## config.mk

```make
export PLATFORM = sky130hd
export DESIGN_NAME = xor_parity_serializer_flat
export DESIGN_NICKNAME = d
export VERILOG_FILES = /design/src/rtl/xor_parity_serializer_if.sv /design/src/rtl/xor_parity_serializer.sv /design/src/flat_wrapper.sv
export SDC_FILE = /design/constraint.sdc
export NUM_CORES = 1
export LEC_CHECK = 0
export ABC_AREA = 1
export BUFFER_PORTS_ARGS = -buffer_cell sky130_fd_sc_hd__buf_4
export CORE_UTILIZATION = 50
export DETAILED_ROUTE_END_ITERATION = 10
export GPL_TIMING_DRIVEN = 1
export PLACE_DENSITY = 0.79
export SETUP_SLACK_MARGIN = 0.1
export SYNTH_ARGS = -nofsm -noshare
export SYNTH_HDL_FRONTEND = slang
export SYNTH_SLANG_ARGS = --single-unit
```

## constraint.sdc

```tcl
create_clock -name clk -period 1.8 [get_ports clk]
set_clock_uncertainty 0.15 [all_clocks]
set_input_delay 0.18 -clock clk [delete_from_list [all_inputs] [get_ports clk]]
set_output_delay 0.18 -clock clk [all_outputs]
set_load 0.01 [all_outputs]
```

## src/rtl/xor_parity_serializer_if.sv

```systemverilog
// xor_parity_serializer_if: word handshake plus serial frame outputs of xor_parity_serializer
interface xor_parity_serializer_if #(parameter int WIDTH = 8);
  logic [WIDTH-1:0] in_data;
  logic in_valid;
  logic in_ready;
  logic ser_out;
  logic ser_valid;
  logic ser_last;
  logic busy;
  logic word_parity;
  modport slave(input in_data, in_valid, output in_ready, ser_out, ser_valid, ser_last, busy, word_parity);
  modport master(output in_data, in_valid, input in_ready, ser_out, ser_valid, ser_last, busy, word_parity);
endinterface

```

## src/rtl/xor_parity_serializer.sv

```systemverilog
// xor_parity_serializer: LSB-first word serializer with a trailing bit-serial parity bit
// Define ODD_PARITY_EN for odd parity; the default build emits even parity.
module xor_parity_serializer #(parameter int WIDTH = 8) (
  input logic clk,
  input logic rst,
  xor_parity_serializer_if.slave bus
);
  localparam int CW = $clog2(WIDTH);
`ifdef ODD_PARITY_EN
  localparam logic ODD = 1'b1;
`else
  localparam logic ODD = 1'b0;
`endif
  typedef enum logic [1:0] {IDLE, SHIFT, PARITY} state_t;
  state_t state, state_n;
  logic [WIDTH-1:0] shreg, shreg_n;
  logic [CW-1:0] cnt, cnt_n;
  logic acc, acc_n, accept, last_bit, ser_out_n;
  assign bus.in_ready = !rst && state != SHIFT;
  assign bus.busy = state != IDLE;
  assign accept = bus.in_valid && bus.in_ready;
  assign last_bit = cnt == CW'(WIDTH - 1);
  // Outputs are registered from the next-state values so the first data bit appears the cycle after accept
  always_comb begin
    state_n = state;
    shreg_n = shreg;
    acc_n = acc;
    cnt_n = cnt;
    if (state == SHIFT) begin
      acc_n = acc ^ shreg[0];
      shreg_n = shreg >> 1;
      cnt_n = last_bit ? cnt : cnt + 1'b1;
      state_n = last_bit ? PARITY : SHIFT;
    end
    if (state == PARITY) state_n = IDLE;
    if (accept) begin
      shreg_n = bus.in_data;
      acc_n = 1'b0;
      cnt_n = '0;
      state_n = SHIFT;
    end
    ser_out_n = state_n == SHIFT ? shreg_n[0] : (state_n == PARITY && (acc_n ^ ODD));
  end
  always_ff @(posedge clk) begin
    if (rst) begin
      state <= IDLE;
      shreg <= '0;
      cnt <= '0;
      acc <= 1'b0;
      bus.ser_out <= 1'b0;
      bus.ser_valid <= 1'b0;
      bus.ser_last <= 1'b0;
      bus.word_parity <= 1'b0;
    end else begin
      state <= state_n;
      shreg <= shreg_n;
      cnt <= cnt_n;
      acc <= acc_n;
      bus.ser_out <= ser_out_n;
      bus.ser_valid <= state_n != IDLE;
      bus.ser_last <= state_n == PARITY;
      if (state == PARITY) bus.word_parity <= bus.ser_out;
    end
  end
endmodule

```

## src/flat_wrapper.sv

```systemverilog
// flat-port wrapper written by rule: the top's interface ports become plain ports
module xor_parity_serializer_flat 
#(parameter int WIDTH = 8)
  (clk, rst, bus_in_data, bus_in_valid, bus_in_ready, bus_ser_out, bus_ser_valid, bus_ser_last, bus_busy, bus_word_parity);
  xor_parity_serializer_if #(.WIDTH(WIDTH)) bus_i ();
  input logic clk;
  input logic rst;
  input wire logic [$bits(bus_i.in_data)-1:0] bus_in_data;
  input wire logic [$bits(bus_i.in_valid)-1:0] bus_in_valid;
  output wire logic [$bits(bus_i.in_ready)-1:0] bus_in_ready;
  output wire logic [$bits(bus_i.ser_out)-1:0] bus_ser_out;
  output wire logic [$bits(bus_i.ser_valid)-1:0] bus_ser_valid;
  output wire logic [$bits(bus_i.ser_last)-1:0] bus_ser_last;
  output wire logic [$bits(bus_i.busy)-1:0] bus_busy;
  output wire logic [$bits(bus_i.word_parity)-1:0] bus_word_parity;
  assign bus_i.in_data = bus_in_data;
  assign bus_i.in_valid = bus_in_valid;
  assign bus_in_ready = bus_i.in_ready;
  assign bus_ser_out = bus_i.ser_out;
  assign bus_ser_valid = bus_i.ser_valid;
  assign bus_ser_last = bus_i.ser_last;
  assign bus_busy = bus_i.busy;
  assign bus_word_parity = bus_i.word_parity;
  xor_parity_serializer #(.WIDTH(WIDTH)) u_core (.clk(clk), .rst(rst), .bus(bus_i));
endmodule
```

# Yosys cells after proc, flatten, opt, wreduce, memory -nomap -nowiden
# Index checks and enable logic that the tools add are counted.
[classes] n_addsub=1 reduce_logical=9 muxes=9 eq_ne=6 bitwise=2
[ops] op="two-way mux 8 bit" count=2
[ops] op="two-way mux 2 bit" count=4
[ops] op="nonzero test 2 bit" count=3
[ops] op="== test 2 x 1 -> 1 bit (second input constant)" count=2
[ops] op="== test 2 bit (second input constant)" count=2
[ops] op="adder 3 x 1 -> 3 bit (second input constant)" count=1
[ops] op="== test 3 bit (second input constant)" count=1
[ops] op="logical AND 1 bit" count=3
[ops] op="two-way mux 1 bit" count=3
[ops] op="inequality test 2 x 1 -> 1 bit (second input constant)" count=1
[ops] op="AND reduction 2 bit" count=1
[ops] op="OR reduction 2 bit" count=1
[ops] op="logical NOT 1 bit" count=1
[ops] op="NOT 1 bit" count=1
[ops] op="XOR 1 bit" count=1
[word_totals] reg_bits=18 input_bits=11 out_inout_bits=6

# Depth between registers and ports, before layout
[depth] word_depth=8 ltp_mapped=9

# Worst setup path before layout
# OpenSTA, ideal clock, no wires.
[synth_path] path_kind="register to register" from="register u_core.cnt[0]" to="register u_core.cnt[2]" n_path_buf=0 synth_period_minus_slack_ps=1287 path_stages_with_launch=9 arrival_time_ps=1027 slack_ps=513 setup_time_ps=110 path_cell_list="dfxtp_1 ha_1 ha_1 inv_1 nand2_2 nand2_1 nand2_1 nand2_1 inv_1"
[synth_between] elab_chain_cells=3 word_cells_on_any_way=4
[synth_rtl] element="start, declared" line_no="xor_parity_serializer.sv:17" rtl="logic [CW-1:0] cnt, cnt_n;"
[synth_rtl] element="start signal, assigned" line_no="xor_parity_serializer.sv:57" rtl="cnt <= cnt_n;"
[synth_rtl] element="branches (longest 3 deep; another with adder 3 x 1 -> 3 bit)"
# Several ways; the timed one is not identified.
# A chain may end at the register's enable or synchronous reset.

# Final worst setup path
[layout_path] from="register u_core.state[0]" to="output bus_in_ready"
[layout_between] elab_chain_cells=2
[layout_rtl] element="start, declared" line_no="xor_parity_serializer.sv:15" rtl="state_t state, state_n;"
[layout_rtl] element="start signal, assigned" line_no="xor_parity_serializer.sv:55" rtl="state <= state_n;"
[layout_rtl] element="inequality test 2 x 1 -> 1 bit" line_no="xor_parity_serializer.sv:19" rtl="assign bus.in_ready = !rst && state != SHIFT;"
[layout_rtl] element="logical AND 1 bit" line_no="xor_parity_serializer.sv:19"
[layout_rtl] element="end, declared" line_no="flat_wrapper.sv:10" rtl="output wire logic [$bits(bus_i.in_ready)-1:0] bus_in_ready;"
# Every way passes these cells.

==> flow_metrics.py <==
metrics = {
    "setup_path": {
        "rrSetupSlack_ns": 0.21,
        "r2r_cells": 6,
        "reg2reg_from": "u_core.state[1]",
        "cp.required_ns": 1.47,
        "worst_ep_arrival_time_ns": 1.27,
        "r2r_end": "u_core.bus.ser_valid",
        "cp-end-kind": "primary output",
        "start_kind": "flop",
        "path_class": "flop to primary output",
        "crit_fanout": 7,
    },
    "place": {
        "placedInstanceArea_um2": 960,
        "placedCellCount": 150,
        "place_ws_ns": 0.233,
        "port_buffers": 16,
        "place_congestion": 0.769,
        "dp_hpwl_mm": 1.18,
    },
    "finish": {
        "fin_cells": 155,
        "fill_cells": 153,
        "area.growth.synth_to_final_pct": 21.0,
        "drive_gt1_frac": 0.194,
        "multi_input_area_um2": 400,
        "area.sequential_um2": 360,
        "diodes": 0,
        "nets": 153,
        "final_area_um2": 1010,
    },
    "power_and_ir_drop": {
        "finalPower_w": 0.000797,
        "leakage_nw": 0.507,
        "peakVddDrop_v": 0.000534,
        "power_density_nw_per_um2": 785,
    },
    "detailed_routing": {
        "drt.antenna.violating_nets": 0,
        "first_iter_violations": 20,
        "avgViaCountPerCell": 4.97,
        "wirelength_mm": 1.67,
        "num_vias": 771,
        "drc": 0,
        "drt_pass1_iterations": 4,
        "wl_per_cell_um": 10.8,
    },
    "synth": {
        "synth_top_area_cell": "dfxtp_1",
        "syn_avg_cell_area_um2": 6.93,
        "ys_top_cells_by_area": "dfxtp_1 43%, nand2_1 13%, nor2_1 10%",
        "netlist.area_leader.share": 0.430,
        "synth_cell_types": 19,
        "mappedNetlistNets": 134,
        "synth_area_um2": 838,
        "synth-seq-cells": 18,
        "yosysSeqAreaShare": 0.430,
        "synth_warnings": 0,
        "syn_inst": 121,
    },
    "die": {
        "core_um2": 1540,
        "io_pins": 17,
        "fp-row-count": 14,
        "initial_core_util": 0.544,
        "die_area_um2": 1840,
        "fp.dieW_um": 42.9,
        "die_h_um": 42.9,
    },
    "sta": {
        "worst_slew_pin_slew_ns": 0.397,
        "maxSlewHeadroom": 0.735,
        "max_freq_mhz": 625,
        "min_period_over_period": 0.889,
        "finalSetupTns_ns": 0,
        "hold_viol": 0,
        "drv_slew": 0,
        "fin_crit_ns": 1.60,
        "layout_setup_ws_ns": 0.199,
        "setup_viol": 0,
        "rsz0062_at_grt": "true",
    },
    "clock_tree": {
        "clk_pin_slew_worst_paths_ns": 0.11,
        "htree_num_levels": 1,
        "cts_buffers": 3,
        "clk_latency_ns": 0.29,
        "cts_num_sinks": 18,
        "clk_path_buf_depth": 2,
        "cts_tree": "built",
        "root_buffer": "clkbuf_4",
    },
    "global_route": {
        "grt_usage": 0.182,
        "gr-total-overflow": 0,
        "grt_pass1_wl_mm": 2.61,
        "antenna_found_initial": 0,
        "grt_pass1_vias": 656,
        "grt_start_max_net_pins": 17,
    },
    "run": {
        "max_cap_viol_count": 0,
    },
    "hold_path": {
        "worstHoldPathCells": 3,
        "hold_start": "bus_in_data[7]",
        "hp-class": "input pin to flop",
        "min_to": "u_core.shreg[7]",
    },
    "outcome": {
        "status": "finished, final reports clean",
    },
}
worst max-delay path by stage:
stage / start / endpoint / slack (ns)
after detailed placement: u_core.state[1] / u_core.bus.ser_out / 0.23
final: u_core.state[0] / bus_in_ready / 0.20
after CTS: u_core.state[0] / bus_in_ready / 0.12
after global routing: u_core.state[1] / u_core.bus.ser_out / 0.05
after floorplan: u_core.cnt[0] / u_core.cnt[2] / 0.51
after global placement: u_core.state[0] / u_core.bus.ser_out / 0.32
area by class of cell:
class	instances	area share
Clock buffer	4	0.0358
Sequential cell	18	0.355
Tap cell	16	0.0197
Timing Repair Buffer	18	0.136
Multi-Input combinational cell	83	0.395
Inverter	16	0.0592
repair_timing:
action	4_1_cts	5_1_grt
hold endpoints to repair	1	0
endpoints found under the setup margin	0	4
hold buffers	1	0
buffers inserted	0	0
gates resized for setup	0	2
flip-flops by register name, summed over array words and instances, names as in the netlist:
register and cells:
u_core.acc 1, u_core.cnt 3, u_core.bus.ser_out 1, u_core.state 2, u_core.bus.ser_last 1, u_core.bus.ser_valid 1
u_core.shreg 8, u_core.bus.word_parity 1
report_power, final:
part           internal [W]  switching, W
clock              0.000123      0.000128
combinational     0.0000503     0.0000686
sequential         0.000415     0.0000114
cell usage in the layout, fill, tap and decap left out, drive strengths merged:
| cell | instances |
|---|---|
| nand2 | 31 |
| nor2 | 24 |
| dfxtp | 18 |
| buf | 17 |
| inv | 16 |
| nand3 | 10 |
| nand4 | 6 |
| a21oi | 4 |
| clkbuf | 4 |
| o21ai | 3 |
| xor2 | 2 |
| ha | 2 |
| and2 | 1 |
| dlygate4sd3 | 1 |
cells in the mapped netlist:
cell      count
dfxtp_1      18
nand4_1       6
o21ai_2       1
nand3_1       9
buf_4         1
inv_2         1
nand2_2       1
ha_1          2
and2_1        1
clkbuf_1      2
buf_6         1
xor2_1        2
nand3_2       1
nor2_1       23
o21ai_0       2
inv_1        15
a21oi_1       4
nand2_1      30
nor2_2        1
cell families after synthesis:
kind of cell,count (synthesis),synth area share
AOI/OAI and AO/OA,7,0.0463
xor gates and xnor gates,2,0.0209
adders and majority gates,2,0.0298
buffers and inverters,20,0.103
DFF,18,0.430
and+or+nand+nor,72,0.370
worst max-delay path: stages, from the launching register on:
cell and delay [ns]:
dfxtp_1 0.46, inv_2 0.09, nor2_4 0.18, nor2_1 0.10, buf_4 0.15
layer usage:
layer,up-vias,track usage,wire (um),share of wire
met4,0,0.0788,44,0.026
met1,333,0.248,811,0.49
li1,410,-,-,-
met2,22,0.282,722,0.43
met3,6,0.0298,90,0.054
met5,-,0,0,0
per-stage QoR:
| stage | hold WS, ns | util |
|---|---|---|
| floorplan | 0.0991 | - |
| global placement | 0.279 | 0.623 |
| detailed placement | 0.290 | 0.623 |
| CTS | 0.00924 | 0.653 |
| global route | 0.0351 | 0.658 |
| finish | 0.0144 | 0.658 |
No activity file was read; power rests on OpenSTA's default activity.
